$ cat src/rtl/rr_request_agent.sv
// Client-side agent for a round-robin arbiter: queues per-channel requests,
// drives req, accepts a one-hot grant, runs a fixed burst and returns ack.
module rr_request_agent #(
    parameter int WIDTH = 4,
    parameter int BURST = 2,
    parameter int CNT_W = 2
) (
    input  logic             clk,
    input  logic             rst,
    input  logic [WIDTH-1:0] push,
    input  logic [WIDTH-1:0] grant,
    output logic [WIDTH-1:0] req,
    output logic [WIDTH-1:0] pend_full,
    output logic [WIDTH-1:0] served,
    output logic             ack,
    output logic             busy,
    output logic             err
);

    localparam int BEAT_W = (BURST > 1) ? $clog2(BURST) : 1;
    localparam logic [BEAT_W-1:0] LAST_BEAT = BEAT_W'(BURST - 1);
    localparam logic [CNT_W-1:0]  CNT_MAX   = {CNT_W{1'b1}};

    typedef enum logic [1:0] {
        ST_IDLE    = 2'd0,
        ST_XFER    = 2'd1,
        ST_RELEASE = 2'd2
    } state_e;

    state_e                      state_q, state_d;
    logic [WIDTH-1:0]            served_q, served_d;
    logic [BEAT_W-1:0]           beat_q, beat_d;
    logic                        err_q, err_d;
    logic [WIDTH-1:0][CNT_W-1:0] cnt_q, cnt_d;
    logic                        last_beat;
    logic                        grant_hit;
    logic [WIDTH-1:0]            cnt_dec;
    logic [WIDTH-1:0]            cnt_inc;

    function automatic logic is_onehot(input logic [WIDTH-1:0] v);
        return (v != {WIDTH{1'b0}}) && ((v & (v - WIDTH'(1))) == {WIDTH{1'b0}});
    endfunction

    assign last_beat = (state_q == ST_XFER) && (beat_q == LAST_BEAT);
    assign grant_hit = |(grant & served_q);

    // Next-state logic for the burst FSM.
    always_comb begin
        state_d  = state_q;
        served_d = served_q;
        beat_d   = beat_q;
        err_d    = 1'b0;
        case (state_q)
            ST_IDLE: begin
                if (grant == {WIDTH{1'b0}}) begin
                    state_d = ST_IDLE;
                end else if (is_onehot(grant) && ((grant & req) != {WIDTH{1'b0}})) begin
                    served_d = grant;
                    beat_d   = {BEAT_W{1'b0}};
                    state_d  = ST_XFER;
                end else begin
                    err_d = 1'b1;
                end
            end
            ST_XFER: begin
                // The last beat is committed once ack is showing, so a grant drop there is not an abort.
                if (beat_q == LAST_BEAT) begin
                    state_d = ST_RELEASE;
                end else if (grant_hit) begin
                    beat_d = beat_q + BEAT_W'(1);
                end else begin
                    err_d    = 1'b1;
                    state_d  = ST_IDLE;
                    served_d = {WIDTH{1'b0}};
                end
            end
            ST_RELEASE: begin
                state_d  = ST_IDLE;
                served_d = {WIDTH{1'b0}};
            end
            default: begin
                state_d  = ST_IDLE;
                served_d = {WIDTH{1'b0}};
                beat_d   = {BEAT_W{1'b0}};
            end
        endcase
    end

    // Pending counters: a push racing a completion is always accepted, even when full.
    always_comb begin
        cnt_d   = cnt_q;
        cnt_dec = {WIDTH{1'b0}};
        cnt_inc = {WIDTH{1'b0}};
        for (int i = 0; i < WIDTH; i++) begin
            cnt_dec[i] = last_beat && served_q[i];
            cnt_inc[i] = push[i] && ((cnt_q[i] != CNT_MAX) || cnt_dec[i]);
            if (cnt_inc[i] && !cnt_dec[i]) begin
                cnt_d[i] = cnt_q[i] + CNT_W'(1);
            end else if (!cnt_inc[i] && cnt_dec[i]) begin
                cnt_d[i] = cnt_q[i] - CNT_W'(1);
            end else begin
                cnt_d[i] = cnt_q[i];
            end
        end
    end

    // Output decodes, all taken from registered state.
    always_comb begin
        req       = {WIDTH{1'b0}};
        pend_full = {WIDTH{1'b0}};
        for (int i = 0; i < WIDTH; i++) begin
            req[i]       = (cnt_q[i] != {CNT_W{1'b0}}) && !((state_q == ST_RELEASE) && served_q[i]);
            pend_full[i] = (cnt_q[i] == CNT_MAX);
        end
        if (state_q == ST_XFER) begin
            served = served_q;
        end else begin
            served = {WIDTH{1'b0}};
        end
        ack  = last_beat;
        busy = (state_q != ST_IDLE);
        err  = err_q;
    end

    // State registers with synchronous active-low reset.
    always_ff @(posedge clk) begin
        if (!rst) begin
            state_q  <= ST_IDLE;
            served_q <= {WIDTH{1'b0}};
            beat_q   <= {BEAT_W{1'b0}};
            err_q    <= 1'b0;
            cnt_q    <= '0;
        end else begin
            state_q  <= state_d;
            served_q <= served_d;
            beat_q   <= beat_d;
            err_q    <= err_d;
            cnt_q    <= cnt_d;
        end
    end

endmodule

$ cat config.mk
export PLATFORM = sky130hd
export DESIGN_NAME = rr_request_agent
export DESIGN_NICKNAME = d
export VERILOG_FILES = /design/src/rtl/rr_request_agent.sv
export SDC_FILE = /design/constraint.sdc
export NUM_CORES = 1
export LEC_CHECK = 0
export ABC_AREA = 1
export ABC_CLOCK_PERIOD_IN_PS = 2800
export BUFFER_PORTS_ARGS = -buffer_cell sky130_fd_sc_hd__clkbuf_2
export CAP_MARGIN = 30
export CORE_ASPECT_RATIO = 1.25
export CORE_UTILIZATION = 35
export DETAILED_ROUTE_END_ITERATION = 10
export PLACE_DENSITY = 0.54
export SLEW_MARGIN = 10
export SYNTH_ARGS = -nofsm -noshare
export SYNTH_HDL_FRONTEND = slang
export SYNTH_SLANG_ARGS = --single-unit
$ cat constraint.sdc
create_clock -name clk -period 2.8 [get_ports clk]
set_input_delay 0.56 -clock clk [delete_from_list [all_inputs] [get_ports clk]]
set_output_delay 0.56 -clock clk [all_outputs]
set_load 0.02 [all_outputs]
Word level (Yosys, flattened, before mapping)
Cells that the tools add are included.
W data, S select, Z words.
{"block": "word_totals", "register_bits": 16, "in_bits": 10, "out_inout_bits": 15, "elab_cells": 128}
{"block": "op_classes", "n_addsub": 10, "n_eq_ne": 16, "muxes": 29, "n_bitwise": 4, "reduce_logical": 61}
{"cell": "$logic_and A1 B1 Y1", "count": 27}
{"cell": "$mux W2", "count": 12}
{"cell": "$mux W4", "count": 5}
{"cell": "$reduce_bool A2 Y1", "count": 9}
{"cell": "$ne A2 B2 Y1 const B", "count": 8}
{"cell": "$and A4 B4 Y4", "count": 3}
{"cell": "$logic_not A1 Y1", "count": 12}
{"cell": "$eq A2 B2 Y1 const B", "count": 5}
{"cell": "$add A2 B1 Y2 const B", "count": 4}
{"cell": "$logic_not A4 Y1", "count": 2}
{"cell": "$mux W1", "count": 8}
{"cell": "$pmux W4 S2", "count": 1}
{"cell": "$reduce_bool A4 Y1", "count": 2}
{"cell": "$sub A2 B1 Y2 const B", "count": 4}
{"cell": "$ne A3 B3 Y1 const B", "count": 2}
{"cell": "$logic_or A1 B1 Y1", "count": 4}
{"cell": "$pmux W2 S2", "count": 1}
{"cell": "$reduce_and A4 Y1", "count": 1}
{"cell": "$reduce_or A4 Y1", "count": 1}
{"cell": "$sub A4 B1 Y4 const B", "count": 1}
{"cell": "$pmux W1 S3", "count": 1}
{"cell": "$reduce_and A3 Y1", "count": 1}
{"cell": "$eq A2 B1 Y1 const B", "count": 1}
{"cell": "$logic_not A2 Y1", "count": 1}
{"cell": "other kinds (4)", "count": 4}

Logic depth before layout (Yosys ltp)
{"block": "logic_depth", "depth_word": 10, "ltp_mapped": 11, "depth_no_buf": 11}

Worst setup path after synthesis
Ideal clock, no wire load.
{"block": "synth_path", "path_kind": "register -> register", "startpoint": "register state_q[1]", "endpoint": "register cnt_q[5] (netlist name)", "setup_time_ps": 122, "t_arrival_ps": 1773, "required_time_ps": 2678, "slack_ps": 905, "stages_incl_launch_ff": 12, "n_path_buf": 1, "synth_period_minus_slack_ps": 1895, "path_cell_list": "dfxtp_1 > buf_6 > nor2_4 > inv_1 > nor2_4 > nand2_1 > a21boi_0 > ha_1 > a21oi_1 > o21ai_0 > o21ai_0 > a21oi_1"}
{"block": "synth_between", "elab_chain_len": 8}
{"item": "start: declaration", "line": "30", "source": "state_e state_q, state_d;"}
{"item": "start signal: assignment", "line": "134", "source": "state_q <= state_d;"}
{"item": "$eq A2 B1 Y1 *", "line": "44", "source": "assign last_beat = (state_q == ST_XFER) && (beat_q == LAST_BEAT);"}
{"item": "$logic_and A1 B1 Y1 *", "line": "44"}
{"item": "via ack", "line": "15", "source": "output logic ack,"}
{"item": "$logic_and A1 B1 Y1 *", "line": "95", "source": "cnt_dec[i] = last_beat && served_q[i];"}
{"item": "$logic_or A1 B1 Y1", "line": "96", "source": "cnt_inc[i] = push[i] && ((cnt_q[i] != CNT_MAX) || cnt_dec[i]);"}
{"item": "$logic_and A1 B1 Y1", "line": "96"}
{"item": "$logic_not A1 Y1", "line": "99", "source": "end else if (!cnt_inc[i] && cnt_dec[i]) begin"}
{"item": "$logic_and A1 B1 Y1", "line": "99"}
{"item": "$reduce_bool A2 Y1 (no line)"}
{"item": "end signal: assignment", "line": "138", "source": "cnt_q <= cnt_d;"}
{"item": "end: declaration", "line": "34", "source": "logic [WIDTH-1:0][CNT_W-1:0] cnt_q, cnt_d;"}
The timed path passes the listed nets; every way through them passes the cells marked *.
A chain may end at the register's enable or synchronous reset.

Final worst setup path
{"block": "layout_path", "startpoint": "register state_q[0]", "endpoint": "register cnt_q[5] (netlist name)"}
{"block": "layout_between", "elab_chain_len": 8}
{"item": "$eq A2 B1 Y1 *", "line": "44"}
{"item": "$logic_and A1 B1 Y1 *", "line": "44"}
{"item": "$logic_and A1 B1 Y1 *", "line": "95"}
{"item": "$logic_or A1 B1 Y1", "line": "96"}
{"item": "$logic_and A1 B1 Y1", "line": "96"}
{"item": "$logic_not A1 Y1", "line": "99"}
{"item": "$logic_and A1 B1 Y1", "line": "99"}
{"item": "$reduce_bool A2 Y1 (no line)"}
Every way passes the cells marked *; elsewhere a longest branch is shown, timed or not.

==> summary by stage <==
Yosys
Of the post-synthesis cell area, the dominant cell type holds 31.0%. The share of the Yosys chip area taken by registers is between 30% and 40%. The dominant cell by count in the synthesized netlist is nand2_1.

After synthesis, the cell types taking the most area are dfxtp_1 (31%), nand2_1 (12%), inv_1 (9.4%). The post-synthesis register bit count is 16. The commonest cells after synthesis are nand2_1 (32), inv_1 (26), a21oi_1 (17), dfxtp_1 (16), nand3_1 (16). For this run, asynchronously set or reset flops after synthesis account for 0%.

The most used flip-flop cell after synthesis is dfxtp_1. The synthesized design contains 0 enable-type register cells. The average instance in the mapped netlist occupies 6.58 sq um.

Summed over all instances, the cell type with the most area after synthesis is dfxtp_1. When the netlist entered floorplanning its net count stood at approximately 170. In this run, distinct cell masters in the synthesized netlist total 23. After synthesis the cells add up to approximately 1000 sq um. During synthesis, Yosys emitted a total of 0 warnings.

Synthesis handed over a netlist of ~160 instances.

STA
The count of final max-slew check failures came to 0. Setup repair after global routing left no endpoint under its margin. For the pin with the worst max-slew slack, the measured transition is 422 ps. The final count of hold timing violations is 0. Clock skew on the completed layout was measured at approximately 1.1 ps. The post-route clock period utilization is about three quarters. The achievable clock frequency is about 490 MHz.

The worst relative slew slack is around 70%. The final sum of negative setup slack is 0 ps. Across all setup checks in the final design, the least slack found is 753 ps. The total setup violations reported at the end of the flow is 0.

After layout, the minimum clock period comes to slightly above 2000 ps.

Cells and area
Counting the fill cells in the layout gives 302. The final net count is 198. The layout overhead on the synthesized area is 17.4%. Cells with a size suffix above 1 make up 20.2% of the layout. The number of antenna diodes in the final layout is 0. In the final layout, flip-flops and latches occupy ~320 sq um. The footprint of the multi-input gates is between 500 and 600 sq um.

Power
Total power for the finished layout comes to approximately 0.68 mW. Dividing total power by cell area gives a power density of approximately 560 nW/um^2. The static leakage power is around 0.64 nW. The worst vdd rail ir drop is ~0.34 mV.

GRT
For met1 alone, demand over resource in global routing was 21.9%. After global routing the overflow that remains totals 0. The number of global-route vias before repair was 1024. The most utilized layer in the global route result is met2. The number of antenna violations at the first check in global routing is 0.

The first global-routing pass estimated around 4500 um of wire. The overall fraction of global-route tracks in use is between 10% and 20%. Entering global routing, the biggest net connects 14 pins. The global routing usage on met2 is 30.7%. For this run, global-route usage on met3 was measured as 3.65%.

Clocking
CTS built an H-tree with a depth of 1. After clock tree synthesis, the clock-pin slew on the worst setup and hold paths is 100 ps. The master cell of the clock root buffer is clkbuf_4. The longest clock path from root to sink contains 2 buffers. For this design, the sink count on the clock tree is 16. The count of instances resized after the clock tree is built is 0. The clock latency on the worst-skew pair is 300 ps. The number of clock buffers inserted by TritonCTS is 3. The clock tree from TritonCTS is built. The hold buffer count at CTS is 0. In this run the post-CTS setup repair buffer count came out at 0.

Worst setup path
The worst-case register-to-register setup slack is about 750 ps. The source of the worst register-to-register timing path is state_q[0]. The critical path's largest stage delay is 370 ps. The worst setup path is captured at a flop. The number of cells on the worst reg-to-reg path is 11. The critical path contains buffers and inverters numbering 2 combined.

Data arrives at the worst endpoint at 2240 ps. The required time of the critical path is about 3000 ps. The startpoint-to-endpoint class of the critical path is flop to flop.

The category of cells accounting for the largest share of critical-path delay is compound AO/OA/AOI/OAI gates. The critical path goes through inv_2 -> nor2_4 -> inv_1 -> nor2_4 -> nand2_1 -> a21boi_0 -> ha_1 -> a21oi_1 -> o21ai_0 -> o21ai_0 -> a21oi_1. Along the worst path, the maximum fanout reaches 6.

The worst register-to-register path ends at cnt_q[5]. The worst setup path is launched from a flop. The slowest library cell on the worst path is dfxtp_1.

Min path
The worst hold path terminates at beat_q. The min-delay analysis places its worst path in the category flop to flop. In this run the most critical hold path is launched from beat_q. The hold-critical path depth is 2.

Placed design
The HPWL after detailed placement is a little under 2000 um. The total of buffers placed on input and output ports is 24. Routability-driven placement finished with a final weighted congestion of slightly below 0.9.

The worst setup timing slack at the placement stage is 739 ps.

Detailed routing
Once detail routing completed, the nets flagged for antenna violations numbered 0. The routed layout has around 1100 vias. In this run, the number of DRC markers left after iteration 0 of detailed routing was 26. The routed wire length is around 2500 um. The post-detailed-route DRC marker count is 0.

The ratio of routed vias to standard cells is 4.90. After detailed routing, the average wire length per cell comes to roughly 11 um. The number of detailed-routing iterations run before antenna repair is 4.

Flow run
The number of maximum-capacitance constraint violations is 0.

Run status
The run finished with clean final reports.

Floorplan
The initial core utilization is around 38%. Measured along the x axis, the die boundary spans approximately 51 um. The overall die area is approximately 3200 sq um. 25 I/O pins were placed. The die outline height is 62.8 um.

The core area is 2730 sq um. The number of standard-cell rows in the floorplan is 21.
through the flow:
stage	hold WS, ps	instance area, sq um	util, %	instances
after CTS	500	1210	44.4	217
after global routing	516	1210	44.4	217
after floorplan	452	1030	-	157
after global placement	474	1180	43.1	213
final	499	1210	44.4	217
after detailed placement	475	1180	43.1	213
worst min-delay path, delay by kind of cell (launching register included):
| kind | cells | cell delay (ps) |
|---|---|---|
| flops | 1 | 340 |
| simple gates | 1 | 90 |
| compound gates | 1 | 40 |
placed cells by master, fill, tap and decap left out:
master	instances
a21boi_0	4
a21oi_1	17
a22o_1	1
and3_1	1
clkbuf_2	24
clkbuf_4	3
clkbuf_8	1
dfxtp_1	16
ha_1	4
inv_1	26
inv_2	1
nand2_1	32
nand2_2	1
nand2_4	2
nand3_1	16
nand3_2	1
nor2_1	14
nor2_2	1
nor2_4	2
nor3_1	1
o21ai_0	11
o21ai_2	1
o22ai_1	1
xor2_1	2
metal layers:
layer  vias to the layer above  wire length, um
met5                         -                0
met4                         0               91
met3                         9              128
met2                        32             1120
met1                       463             1140
li1                        559                -
worst max path at each step:
stage / from / end / cells past startpoint
final: state_q[0] / cnt_q[5] / 11
after global routing: state_q[1] / cnt_q[1] / 10
after CTS: state_q[0] / cnt_q[5] / 11
after detailed placement: state_q[0] / cnt_q[5] / 11
after global placement: state_q[1] / cnt_q[5] / 10
after floorplan: state_q[1] / cnt_q[5] / 11
cell type report:
cell class / instances / area share (%)
Sequential cell: 16 / 26.4
Timing Repair Buffer: 24 / 9.90
Clock buffer: 4 / 2.99
Tap cell: 34 / 3.51
Inverter: 27 / 8.35
Multi-Input combinational cell: 112 / 48.9
state kept, by name, summed over array words and instances, names as in the netlist:
register	count
cnt_q	8
served_q	4
state_q	2
beat_q	1
err	1
cell families (layout without fill, tap and decap cells):
group                      after synthesis  in the layout  synth area share, %
and+or+nand+nor                         71             71                 32.1
AOI/OAI and AO/OA                       35             35                 18.8
buffers and inverters                   29             55                 11.6
DFF                                     16             16                 31.0
adders and majority gates                4              4                 4.84
xor gates and xnor gates                 2              2                 1.70
report_power, final:
part	internal, mW	total, mW	leakage, nW	switching, mW
logic	0.0815	0.235	0.488	0.154
clock network	0.0794	0.160	0.0210	0.0811
registers	0.259	0.284	0.132	0.0251
(Power assumes the default switching activity.)
